`src/rtl/dr_scan_bank_pkg.sv`:
```
// Shared types and constants for the multi-channel JTAG user data-register bank.
// Holds the default geometry, the bypass capture value and the strobe priority decode.
package dr_scan_bank_pkg;

  localparam int unsigned WIDTH_DEF = 8;
  localparam int unsigned NCHAN_DEF = 4;
  localparam int unsigned SEL_W_DEF = 3;

  // Value loaded into the 1-bit bypass stage on capture
  localparam logic BYPASS_CAP = 1'b0;

  typedef struct packed {
    logic capture;
    logic shift;
    logic update;
  } dr_strobe_t;

  typedef enum logic [1:0] {
    OP_IDLE    = 2'd0,
    OP_CAPTURE = 2'd1,
    OP_SHIFT   = 2'd2,
    OP_UPDATE  = 2'd3
  } dr_op_e;

  // Coinciding strobes resolve capture > shift > update
  function automatic dr_op_e decode_op(input dr_strobe_t s);
    dr_op_e op;
    op = OP_IDLE;
    if (s.capture)     op = OP_CAPTURE;
    else if (s.shift)  op = OP_SHIFT;
    else if (s.update) op = OP_UPDATE;
    return op;
  endfunction

endpackage

```
`src/rtl/dr_scan_bank_if.sv`:
```
// TAP-side serial/strobe bundle between the TAP controller and the DR bank.
interface dr_scan_bank_if #(
  parameter int unsigned SEL_W = 3
) ();

  logic [SEL_W-1:0] sel;
  logic             captureDR;
  logic             shiftDR;
  logic             updateDR;
  logic             tdi;
  logic             tdo;

  modport master (
    output sel,
    output captureDR,
    output shiftDR,
    output updateDR,
    output tdi,
    input  tdo
  );

  modport slave (
    input  sel,
    input  captureDR,
    input  shiftDR,
    input  updateDR,
    input  tdi,
    output tdo
  );

endinterface

```
`src/rtl/dr_scan_chan.sv`:
```
// One WIDTH-bit scan channel: parallel capture, LSB-first shift, registered update with commit pulse.
module dr_scan_chan #(
  parameter int unsigned WIDTH = 8
) (
  input  logic             tck,
  input  logic             reset,
  input  logic             cap_en,
  input  logic             shift_en,
  input  logic             upd_en,
  input  logic             tdi,
  input  logic [WIDTH-1:0] cap_data,
  output logic             sr_lsb,
  output logic [WIDTH-1:0] upd_data,
  output logic             upd_valid
);

  logic [WIDTH-1:0] sr;

  // Scan register; enables are already mutually exclusive from the top-level decode
  always_ff @(posedge tck or negedge reset) begin
    if (!reset) begin
      sr <= '0;
    end else if (cap_en) begin
      sr <= cap_data;
    end else if (shift_en) begin
      sr <= {tdi, sr[WIDTH-1:1]};
    end
  end

  // upd_en is asserted only for a length-checked update, so valid is a clean one-cycle pulse
  always_ff @(posedge tck or negedge reset) begin
    if (!reset) begin
      upd_data  <= '0;
      upd_valid <= 1'b0;
    end else begin
      upd_valid <= upd_en;
      if (upd_en) begin
        upd_data <= sr;
      end
    end
  end

  assign sr_lsb = sr[0];

endmodule

```
`src/rtl/dr_scan_bank.sv`:
```
// Multi-channel JTAG user data-register bank with bypass fallback and shift-length checked update.
// Holds the scan select, bypass stage, shift counter, length error flag and tdo mux.
module dr_scan_bank
  import dr_scan_bank_pkg::*;
#(
  parameter  int unsigned WIDTH = WIDTH_DEF,
  parameter  int unsigned NCHAN = NCHAN_DEF,
  parameter  int unsigned SEL_W = SEL_W_DEF,
  localparam int unsigned CNT_W = $clog2(WIDTH + 1) + 1
) (
  input  logic                   tck,
  input  logic                   reset,
  dr_scan_bank_if.slave          tap,
  input  logic [NCHAN*WIDTH-1:0] cap_data,
  output logic [NCHAN*WIDTH-1:0] upd_data,
  output logic [NCHAN-1:0]       upd_valid,
  output logic [CNT_W-1:0]       shift_count,
  output logic                   len_err
);

  localparam logic [CNT_W-1:0] CNT_MAX  = '1;
  localparam logic [CNT_W-1:0] CNT_FULL = CNT_W'(WIDTH);
  localparam logic [SEL_W-1:0] SEL_LIM  = SEL_W'(NCHAN);

  logic [SEL_W-1:0] sel_q;
  logic             byp_q;

  dr_strobe_t       strobe_c;
  dr_op_e           op_c;
  logic             sel_hit_c;
  logic             selq_hit_c;
  logic             commit_c;
  logic             tdo_c;

  logic [NCHAN-1:0] cap_en_c;
  logic [NCHAN-1:0] shift_en_c;
  logic [NCHAN-1:0] upd_en_c;
  logic [NCHAN-1:0] sr_lsb;

  assign strobe_c   = '{capture: tap.captureDR, shift: tap.shiftDR, update: tap.updateDR};
  assign op_c       = decode_op(strobe_c);
  assign sel_hit_c  = (tap.sel < SEL_LIM);
  assign selq_hit_c = (sel_q < SEL_LIM);
  assign commit_c   = (op_c == OP_UPDATE) && selq_hit_c && (shift_count == CNT_FULL);

  // Capture is steered by the live select; shift and update follow the captured select
  for (genvar c = 0; c < NCHAN; c++) begin : g_chan
    assign cap_en_c[c]   = (op_c == OP_CAPTURE) && (tap.sel == SEL_W'(c));
    assign shift_en_c[c] = (op_c == OP_SHIFT)   && (sel_q   == SEL_W'(c));
    assign upd_en_c[c]   = commit_c             && (sel_q   == SEL_W'(c));

    dr_scan_chan #(
      .WIDTH (WIDTH)
    ) u_chan (
      .tck       (tck),
      .reset     (reset),
      .cap_en    (cap_en_c[c]),
      .shift_en  (shift_en_c[c]),
      .upd_en    (upd_en_c[c]),
      .tdi       (tap.tdi),
      .cap_data  (cap_data[c*WIDTH +: WIDTH]),
      .sr_lsb    (sr_lsb[c]),
      .upd_data  (upd_data[c*WIDTH +: WIDTH]),
      .upd_valid (upd_valid[c])
    );
  end

  // Scan bookkeeping: select, bypass stage, saturating shift count, sticky length error
  always_ff @(posedge tck or negedge reset) begin
    if (!reset) begin
      sel_q       <= '0;
      byp_q       <= 1'b0;
      shift_count <= '0;
      len_err     <= 1'b0;
    end else begin
      unique case (op_c)
        OP_CAPTURE: begin
          sel_q       <= tap.sel;
          shift_count <= '0;
          len_err     <= 1'b0;
          if (!sel_hit_c) begin
            byp_q <= BYPASS_CAP;
          end
        end
        OP_SHIFT: begin
          if (!selq_hit_c) begin
            byp_q <= tap.tdi;
          end
          if (shift_count != CNT_MAX) begin
            shift_count <= shift_count + CNT_W'(1);
          end
        end
        OP_UPDATE: begin
          if (selq_hit_c && (shift_count != CNT_FULL)) begin
            len_err <= 1'b1;
          end
        end
        default: begin
        end
      endcase
    end
  end

  // Serial out: selected channel LSB, or the bypass stage for an out-of-range select
  always_comb begin
    tdo_c = byp_q;
    for (int c = 0; c < NCHAN; c++) begin
      if (sel_q == SEL_W'(c)) begin
        tdo_c = sr_lsb[c];
      end
    end
  end

  assign tap.tdo = tdo_c;

endmodule
```
`src/flat_wrapper.sv`:
```
// flat-port wrapper written by rule: the top's interface ports become plain ports
module dr_scan_bank_flat import dr_scan_bank_pkg::*;
#(
  parameter  int unsigned WIDTH = WIDTH_DEF,
  parameter  int unsigned NCHAN = NCHAN_DEF,
  parameter  int unsigned SEL_W = SEL_W_DEF,
  localparam int unsigned CNT_W = $clog2(WIDTH + 1) + 1
)
  (tck, reset, cap_data, upd_data, upd_valid, shift_count, len_err, tap_sel, tap_captureDR, tap_shiftDR, tap_updateDR, tap_tdi, tap_tdo);
  dr_scan_bank_if #(.SEL_W(SEL_W)) tap_i ();
  input  logic tck;
  input  logic reset;
  input  logic [NCHAN*WIDTH-1:0] cap_data;
  output logic [NCHAN*WIDTH-1:0] upd_data;
  output logic [NCHAN-1:0] upd_valid;
  output logic [CNT_W-1:0] shift_count;
  output logic len_err;
  input wire logic [$bits(tap_i.sel)-1:0] tap_sel;
  input wire logic [$bits(tap_i.captureDR)-1:0] tap_captureDR;
  input wire logic [$bits(tap_i.shiftDR)-1:0] tap_shiftDR;
  input wire logic [$bits(tap_i.updateDR)-1:0] tap_updateDR;
  input wire logic [$bits(tap_i.tdi)-1:0] tap_tdi;
  output wire logic [$bits(tap_i.tdo)-1:0] tap_tdo;
  assign tap_i.sel = tap_sel;
  assign tap_i.captureDR = tap_captureDR;
  assign tap_i.shiftDR = tap_shiftDR;
  assign tap_i.updateDR = tap_updateDR;
  assign tap_i.tdi = tap_tdi;
  assign tap_tdo = tap_i.tdo;
  dr_scan_bank #(.WIDTH(WIDTH), .NCHAN(NCHAN), .SEL_W(SEL_W)) u_core (.tck(tck), .reset(reset), .tap(tap_i), .cap_data(cap_data), .upd_data(upd_data), .upd_valid(upd_valid), .shift_count(shift_count), .len_err(len_err));
endmodule
```
`config.mk`:
```
export PLATFORM = sky130hd
export DESIGN_NAME = dr_scan_bank_flat
export DESIGN_NICKNAME = d
export VERILOG_FILES = /design/src/rtl/dr_scan_bank_pkg.sv /design/src/rtl/dr_scan_bank_if.sv /design/src/rtl/dr_scan_chan.sv /design/src/rtl/dr_scan_bank.sv /design/src/flat_wrapper.sv
export SDC_FILE = /design/constraint.sdc
export NUM_CORES = 1
export LEC_CHECK = 0
export CAP_MARGIN = 40
export CORE_MARGIN = 3
export CORE_UTILIZATION = 45
export DETAILED_ROUTE_END_ITERATION = 16
export PLACE_DENSITY = 0.73
export SLEW_MARGIN = 20
export SYNTH_ARGS = -nofsm -noshare
export SYNTH_HDL_FRONTEND = slang
export SYNTH_HIERARCHICAL = 1
export SYNTH_SLANG_ARGS = --single-unit
export TNS_END_PERCENT = 100
```
`constraint.sdc`:
```
create_clock -name tck -period 4.9 [get_ports tck]
set_clock_uncertainty 0.15 [all_clocks]
set_input_delay 1.47 -clock tck [delete_from_list [all_inputs] [get_ports tck]]
set_output_delay 1.47 -clock tck [all_outputs]
set_load 0.05 [all_outputs]
```
==> flow_summary.ini <==
[global_route]
grt.overflow.total = 0
antenna_found_initial = 0
track_usage_pct = 17.1
grt_pass1_wl_um = 13000
grt_start_max_net_pins = 46
grt_pass1_vias = 2659

[worst_setup_path]
worst_r2r_path_depth = 7
crit_end = tap_tdo
worstSetupEndpointType = output pin
rr_endpoint = u_core/g_chan[3].u_chan/upd_data[7]$_DFFE_PN0P_
startpoint = u_core/sel_q[0]$_DFFE_PN0P_
path_class = flip-flop to output pin
r2r-start = u_core/shift_count[0]$_DFFE_PN0P_
cp_data_required_time_ns = 3.28
cp.arrival_ns = 2.19
cp-start-kind = flip-flop
critPathSlowestCell = clkdlybuf4s50_1
slowest_delay_ns = 0.73
crit_chain = mux2_4 > nor3b_2 > a221oi_2 > clkdlybuf4s50_1
critPathMaxFanout = 9
reg2reg_slack_ns = 2.58

[timing]
slew_viol_final = 0
hold_viol_final = 0
grt_setup_unrepaired = false
period_needed_ns = 3.81
max_freq_mhz = 262
maxSlewHeadroom_pct = 63.7
setup_total_negative_slack_ns = 0
setup_viol = 0
worst_pin_slew_ns = 0.545
period_share_pct = 77.8

[route]
drt_iter0_drc = 98
ant_nets = 0
wire_per_inst_um = 15.4
wirelength_um = 7540
route.detailed.drc = 0
post_drt_via_cell_ratio = 5.01
dr.pass1.iters = 4
vias = 2444

[min_path]
hp-start = u_core/g_chan[3].u_chan/upd_data[3]$_DFFE_PN0P_
hold_class = flip-flop to flip-flop

[floorplanning]
dieArea_um2 = 9360
rows = 32
die_x_um = 96.8
initial_core_util_pct = 47.2
chipHeight_um = 96.8
pin_count = 84
core_area_um2 = 7850

[flow_run]
maxCapViolations = 0

[final_layout]
areaGrowthSynthToFinish_pct = 29.7
final_nets = 429
layout-drive-gt1-share_pct = 16.3
final_common_cell = clkdlybuf4s50_1
insertedDiodeCount = 0
final_cell_mix = clkdlybuf4s50_1 (82), dfrtp_1 (78), nand2_1 (38), mux2i_1 (35), o21ai_1 (34)

[synthesis]
netlist_instances = 293
synth_edf_count = 0
async_flop_share_pct = 100
syn_nets = 341
yosysSeqAreaShare_pct = 52.7
netlist_area_um2 = 3710
avgSynthCellArea_um2 = 12.6
yosysWarnings = 6
synth-seq-cells = 78
ys_types = 30
synth-main-ff-cell = dfrtp_1

[clock_tree]
worstSkewPairLatency_ns = 0.34
cts_tree = done
path_clk_slew_ns = 0.08
cts_max_level = 3
cts_resized = 0
cts.sinks = 78
clk_path_buf_depth = 2
cts_setup_buffers = 0
cts_buffers = 9
hold_buffers = 0
cts-root-buf = clkbuf_8

[power]
power_w = 0.00160
p_per_area_nw_per_um2 = 333
ir_worst_vdd_mv = 0.221
p_leak_nw = 2.06

[outcome]
outcome = completed

[place]
dp_hpwl_um = 5540
io_buffers = 83
place_congestion = 0.758
## state kept, by name (all words and copies together), names as in the netlist
name                            count
u_core/byp_q                        1
u_core/g_chan.u_chan/upd_valid      4
u_core/shift_count                  5
u_core/g_chan.u_chan/sr            32
u_core/g_chan.u_chan/upd_data      32
u_core/len_err                      1
u_core/sel_q                        3
## kinds of logic after synthesis
family / count (synthesis) / share of synthesized area (%)
compound gates: 42 / 6.21
xor+xnor: 1 / 0.236
fa+ha+maj: 7 / 2.36
buf+inv: 22 / 4.96
flops: 78 / 52.7
mux: 72 / 24.0
simple gates: 71 / 9.52
## report_power, final
part | switching [W] | total (W) | internal (W)
clock network | 0.000227 | 0.000493 | 0.000265
logic | 0.000135 | 0.000270 | 0.000135
registers | 0.0000936 | 0.000837 | 0.000743
## worst min path at each step
stage / to / slack, ns / cells past startpoint
detailed placement: u_core/g_chan[0].u_chan/upd_data[2]$_DFFE_PN0P_ / 0.35 / 1
global placement: u_core/g_chan[0].u_chan/upd_data[5]$_DFFE_PN0P_ / 0.35 / 1
CTS: u_core/g_chan[0].u_chan/upd_data[2]$_DFFE_PN0P_ / 0.37 / 1
global route: u_core/g_chan[3].u_chan/upd_data[5]$_DFFE_PN0P_ / 0.38 / 1
finish: u_core/g_chan[3].u_chan/upd_data[3]$_DFFE_PN0P_ / 0.36 / 1
floorplan: u_core/byp_q$_DFFE_PN0P_ / 0.35 / 2
## metrics by stage
step           utilization [%]  instance area (um^2)  instances  hold slack, ns  setup WS, ns
2_1_floorplan                -                  3710        293           0.351          1.67
4_1_cts                   61.2                  4810        488           0.369          1.07
3_5_place_dp              58.6                  4600        472           0.346         0.996
5_1_grt                   61.2                  4810        488           0.378         0.990
6_report                  61.2                  4810        488           0.365          1.09
3_3_place_gp              57.8                  4540        467           0.348         0.834
## routing by layer
metal  GRT usage [%]  up-vias  wire [um]
met2            27.8       51       3700
met1            22.5     1191       3490
met3            3.10       15        221
li1                -     1187          -
met4            7.02        0        125
met5               0        -          0
## worst max-delay path: cells and delay by family (launching register included)
family          cells  cell delay, ns
compound gates      1            0.05
buf+inv             1            0.73
flops               1            0.53
mux                 1            0.34
simple gates        1            0.21
## cell usage after synthesis (4+ instances only)
cell type / count / area (um^2)
mux2_1: 4 / 45.0
buf_6: 13 / 146
o21ai_1: 34 / 170
dfrtp_1: 78 / 1950
nand2_1: 38 / 143
mux2_4: 33 / 495
ha_1: 7 / 87.6
inv_1: 6 / 22.5
nand2b_1: 4 / 25.0
mux2i_1: 35 / 350
a21oi_1: 4 / 20.0
nor2_1: 12 / 45.0
## final cells by class
type,count,area [um^2]
Timing Repair Buffer,93,923
Clock inverter,4,55.1
Tap cell,102,128
Inverter,6,22.5
Multi-Input combinational cell,193,1570
Fill cell,651,3040
Clock buffer,12,155
Sequential cell,78,1950
No activity file was read; power rests on OpenSTA's default activity.
==> patch 1 (same settings) <==
The package constant `BYPASS_CAP` goes from 1'b0 to 1'b1.
--- a/src/rtl/dr_scan_bank_pkg.sv
+++ b/src/rtl/dr_scan_bank_pkg.sv
@@ -7,7 +7,7 @@
   localparam int unsigned SEL_W_DEF = 3;
 
   // Value loaded into the 1-bit bypass stage on capture
-  localparam logic BYPASS_CAP = 1'b0;
+  localparam logic BYPASS_CAP = 1'b1;
 
   typedef struct packed {
     logic capture;
Formal check against the unedited RTL: not equivalent (a bounded check fails within 4 cycles, from zero or initial values and one cycle with reset low).
==> patch 1 against the unedited design <==
- worst setup slack improved by 40 ps
- synthesized cell count increased by 0.68%
- sequential share of layout area decreased by 0.095 points
- area after synthesis increased by 0.34%
- sequential cell count unchanged
- total power increased by 1.8%
- non-clock buffer count increased by 1
- largest cell class unchanged
- wire length about the same
- critical path depth unchanged
- design area increased by 0.23%
==> patch 1: results (changes against the unedited design) <==
[yosys]
yosys-top-cells-area = dfrtp_1 (52%), mux2_4 (13%), mux2i_1 (9.4%), o21ai_1 (4.4%), buf_6 (4.2%)
synth_cell_types = 29  ; -3.3%
synth_commonest_cells = dfrtp_1 (78), nand2_1 (39), mux2i_1 (35)
postSynth.asyncResetShare_pct = 100  ; unchanged
synth_seq_area_share_pct = 52.5  ; -0.18 points
syn_nets = 343  ; +0.59%
ys.flop_type = dfrtp_1

[pwr]
max-vdd-ir-drop_mv = 0.219  ; -0.98%
intPower_mw = 1.17  ; +2.0%
p_leak_nw = 2.06  ; about the same

[finish]
n_fill_cell = 640  ; -1.7%
drive_gt1_share_pct = 16.2  ; -0.13 points
fin_nets = 432  ; +0.70%

[clock_tree]
path_clk_slew_ps = 70
holdBufCountCts = 0  ; unchanged
clkSinkCount = 78  ; unchanged
cts_made_buffers = 9  ; unchanged

[detailed_routing]
drt_iter0_drc = 90  ; -8.2%
post_drt_via_cell_ratio = 5.06  ; +0.97%
wl_um = 7530  ; about the same

[place]
gp_congestion = 0.833  ; +9.9%
port-buffer-count = 83  ; unchanged
dp_hpwl_um = 5570  ; +0.59%

[setup_path]
worstSetupStartpoint = u_core/sel_q[0]$_DFFE_PN0P_
r2r_setup_slack_ps = 2470  ; -110 ps
cpPeakStageDelay_ps = 850  ; +120 ps
arrival_ps = 2150  ; -40 ps
rr_endpoint = u_core/g_chan[2].u_chan/upd_data[2]$_DFFE_PN0P_
cp-endpoint = tap_tdo

[grt]
track_usage_pct = 16.8  ; -0.22 points
grt_first_pass_wirelength_um = 12900  ; -0.79%
grt_max_degree = 42  ; -8.7%
grt_pass1_vias = 2568  ; -3.4%

[sta]
tightest_slew_ps = 578  ; +33.5 ps
setup_viol = 0  ; unchanged
hold_slack_ps = 362  ; -2.22 ps

[hold_path]
hold_end = u_core/g_chan[1].u_chan/upd_data[0]$_DFFE_PN0P_
worstHoldPathType = reg -> reg
hp-start = u_core/g_chan[1].u_chan/upd_data[0]$_DFFE_PN0P_

[status]
status = completed

==> patch 1: metal layers <==
metal / up-vias / track usage, % / routed length (µm)
met5: - / 0 / 0
met4: 0 / 6.16 / 94
met3: 7 / 3.17 / 273
li1: 1201 / - / -
met2: 55 / 25.8 / 3560
met1: 1220 / 23.9 / 3610
==> patch 1: power groups by stage <==
stage	registers [mW]	clock network, mW	logic [mW]
2_1_floorplan	0.839	0	0.170
3_3_place_gp	0.845	0	0.264
3_5_place_dp	0.849	0	0.276
4_1_cts	0.837	0.530	0.277
5_1_grt	0.857	0.560	0.303
6_report	0.837	0.519	0.273
==> patch 1: cell type report <==
class	count	area [µm²]	area share [%]
Multi-Input combinational cell	195	1580	32.7
Clock buffer	11	131	2.73
Inverter	6	22.5	0.468
Sequential cell	78	1950	40.5
Clock inverter	5	83.8	1.74
Timing Repair Buffer	94	923	19.2
Tap cell	102	128	2.65
==> patch 1: per-stage QoR <==
stage          instances  utilization [%]  instance area (µm²)  setup WS [ps]
6_report             491             61.1                 4820           1130
5_1_grt              491             61.1                 4820           1030
4_1_cts              491             61.1                 4820           1090
3_5_place_dp         475             58.3                 4600            932
3_3_place_gp         470             57.7                 4550            831
2_1_floorplan        295                -                 3720           1810
==> patch 1: cells by family (layout without fill, tap and decap cells) <==
logic type	Yosys count	after routing	synth area share [%]
flip-flops	78	78	52.5
AND/OR/NAND/NOR	74	74	9.82
multiplexers	72	72	24.0
AO/OA/AOI/OAI	41	41	6.02
adder cells (fa/ha/maj)	7	7	2.36
buffers and inverters	22	116	5.11
XOR/XNOR	1	1	0.236
==> patch 2 (same settings) <==
Made on the original files. Put a register stage on the output `upd_data`, with the module's reset. The value now appears one clock later. The other outputs are not delayed to match.
--- a/src/rtl/dr_scan_bank.sv
+++ b/src/rtl/dr_scan_bank.sv
@@ -21,6 +21,8 @@
   localparam logic [CNT_W-1:0] CNT_MAX  = '1;
   localparam logic [CNT_W-1:0] CNT_FULL = CNT_W'(WIDTH);
   localparam logic [SEL_W-1:0] SEL_LIM  = SEL_W'(NCHAN);
+
+  logic [NCHAN*WIDTH-1:0] upd_data_d;
 
   logic [SEL_W-1:0] sel_q;
   logic             byp_q;
@@ -60,7 +62,7 @@
       .tdi       (tap.tdi),
       .cap_data  (cap_data[c*WIDTH +: WIDTH]),
       .sr_lsb    (sr_lsb[c]),
-      .upd_data  (upd_data[c*WIDTH +: WIDTH]),
+      .upd_data  (upd_data_d[c*WIDTH +: WIDTH]),
       .upd_valid (upd_valid[c])
     );
   end
@@ -113,4 +115,12 @@
 
   assign tap.tdo = tdo_c;
 
+  always_ff @(posedge tck or negedge reset) begin
+    if (!reset) begin
+      upd_data <= '0;
+    end else begin
+      upd_data <= upd_data_d;
+    end
+  end
+
 endmodule
Function: changed (Yosys sat finds a counterexample within 10 cycles, from zero or initial values and one cycle with reset low).
==> patch 2 against the unedited design <==
- synthesized cell count up 11%
- area after synthesis grew 22%
- total power up 20%
- cell count grew 12%
- clock power increased by 17%
- sequential cell count is 32 higher
- sequential share of layout area rose by 8.0 points
- hold slack got worse by 130 ps
- first-iteration DRC count grew 42%
- wire length up 11%
- design area grew 18%
- worst setup slack got worse by 15 ps
- non-clock buffer count is 2 higher
- critical path type unchanged
- largest cell class unchanged
- highest routed layer unchanged
==> patch 2: results (changes against the unedited design) <==
[yosys]
synth_warnings = 6  ; unchanged
syn_nets = 372  ; +9.1%
synth_commonest_cells = dfrtp_1 (110), nand2_1 (37), mux2_4 (33), mux2i_1 (33), o21ai_1 (32)
ys.flop_type = dfrtp_1
postSynth.asyncResetShare_pct = 100  ; unchanged
synth_fa_ha_area_share_pct = 1.94  ; -0.42 points
synth_seq_area_share_pct = 61.0  ; +8.4 points
yosys-top-cells-area = dfrtp_1 (61%), mux2_4 (11%), mux2i_1 (7.3%), o21ai_1 (3.6%), buf_6 (3.2%)
synth_compound_area_share_pct = 5.44  ; -0.78 points
synth_cell_types = 33  ; +10%
synthMuxAreaShare_pct = 19.3  ; -4.7 points
synth-xor-area-share_pct = 0.388  ; +0.15 points

[place]
gp_congestion = 0.770  ; +1.6%
dp_hpwl_um = 6040  ; +9.0%
port-buffer-count = 83  ; unchanged
placed_area_um2 = 5420  ; +18%

[pwr]
p_leak_nw = 2.54  ; +23%
max-vdd-ir-drop_mv = 0.194  ; -12%

[grt]
grt_first_pass_wirelength_um = 14300  ; +9.9%
track_usage_pct = 15.9  ; -1.2 points
grt_pass1_vias = 2762  ; +3.9%
grt_max_degree = 62  ; +35%

[clock_tree]
cts_resized = 0  ; unchanged
clockBufferDepth = 2  ; unchanged
path_clk_slew_ps = 90
insertion_delay_ps = 360  ; +20 ps

[status]
status = completed

[sta]
hold_slack_ps = 237  ; -127 ps
tightest_slew_ps = 560  ; +15.2 ps

[finish]
n_fill_cell = 793  ; +22%
fin_nets = 462  ; +7.7%
drive_gt1_share_pct = 16.9  ; +0.62 points
reg_top3 = u_core/g_chan.u_chan/sr (32), u_core/g_chan.u_chan/upd_data (32), u_core/upd_data (32)
antennaDiodeCount = 0  ; unchanged

[setup_path]
critPathMaxFanout = 9  ; unchanged
arrival_ps = 2210  ; +20 ps
r2r_setup_slack_ps = 2480  ; -100 ps

[hold_path]
worstHoldPathType = reg -> reg

[detailed_routing]
wl_um = 8370  ; +11%
vias = 2716  ; +11%
drt_iter0_drc = 139  ; +42%

[run]
maxCapViolCount = 0  ; unchanged

-- patch 2: kinds of logic (layout without fill, tap and decap cells) --
kind of cell,after synthesis,count (layout)
buf+inv,23,118
mux,70,70
xor+xnor,2,2
fa+ha+maj,7,7
flops,110,110
compound gates,43,43
simple gates,69,69
-- patch 2: final timing paths --
kind | to | cells past startpoint | from
worst max-delay path | tap_tdo | 4 | u_core/sel_q[0]$_DFFE_PN0P_
worst min-delay path | u_core/upd_data[23]$_DFF_PN0_ | 0 | u_core/g_chan[2].u_chan/upd_data[7]$_DFFE_PN0P_
worst max register to register | u_core/g_chan[2].u_chan/upd_data[7]$_DFFE_PN0P_ | 7 | u_core/shift_count[0]$_DFFE_PN0P_
worst min register to register | u_core/upd_data[23]$_DFF_PN0_ | 0 | u_core/g_chan[2].u_chan/upd_data[7]$_DFFE_PN0P_
max in group asynchronous | u_core/g_chan[2].u_chan/sr[7]$_DFFE_PN0P_ | 3 | reset
min in group asynchronous | u_core/g_chan[1].u_chan/upd_data[3]$_DFFE_PN0P_ | 2 | reset
-- patch 2: where the power goes --
group	switching (mW)	leakage, nW	internal, mW
Clock	0.305	0.111	0.270
Combinational	0.120	0.948	0.128
Sequential	0.0877	1.48	1.00
-- patch 2: final cells by class --
class	count	share of cell area, %
inverters	7	0.464
flip-flops and latches	110	48.6
clock inverters	5	1.15
repair buffers	95	16.6
clock buffers	11	2.67
well taps	129	2.85
multi-input cells	191	27.7
-- patch 2: per-stage QoR --
step / setup slack [ps] / util, % / std cells
finish: 1070 / 59.6 / 548
global route: 973 / 59.6 / 548
CTS: 1040 / 59.3 / 547
detailed placement: 957 / 57.1 / 531
global placement: 872 / 56.7 / 527
floorplan: 1690 / - / 324
-- patch 2: metal layers --
metal  GRT usage, %  vias to the layer above  wire length [µm]
met5              0                        -                 0
met4           5.55                        0                62
met3           3.22                        6               431
met2           24.8                       65              4160
met1           22.2                     1355              3710
li1               -                     1290                 -
-- patch 2: worst max-delay path, cell delays in order (launching register included) --
cell and delay, ps:
dfrtp_1 540, mux2_4 340, nor3b_2 190, a221oi_2 50
clkdlybuf4s50_1 730
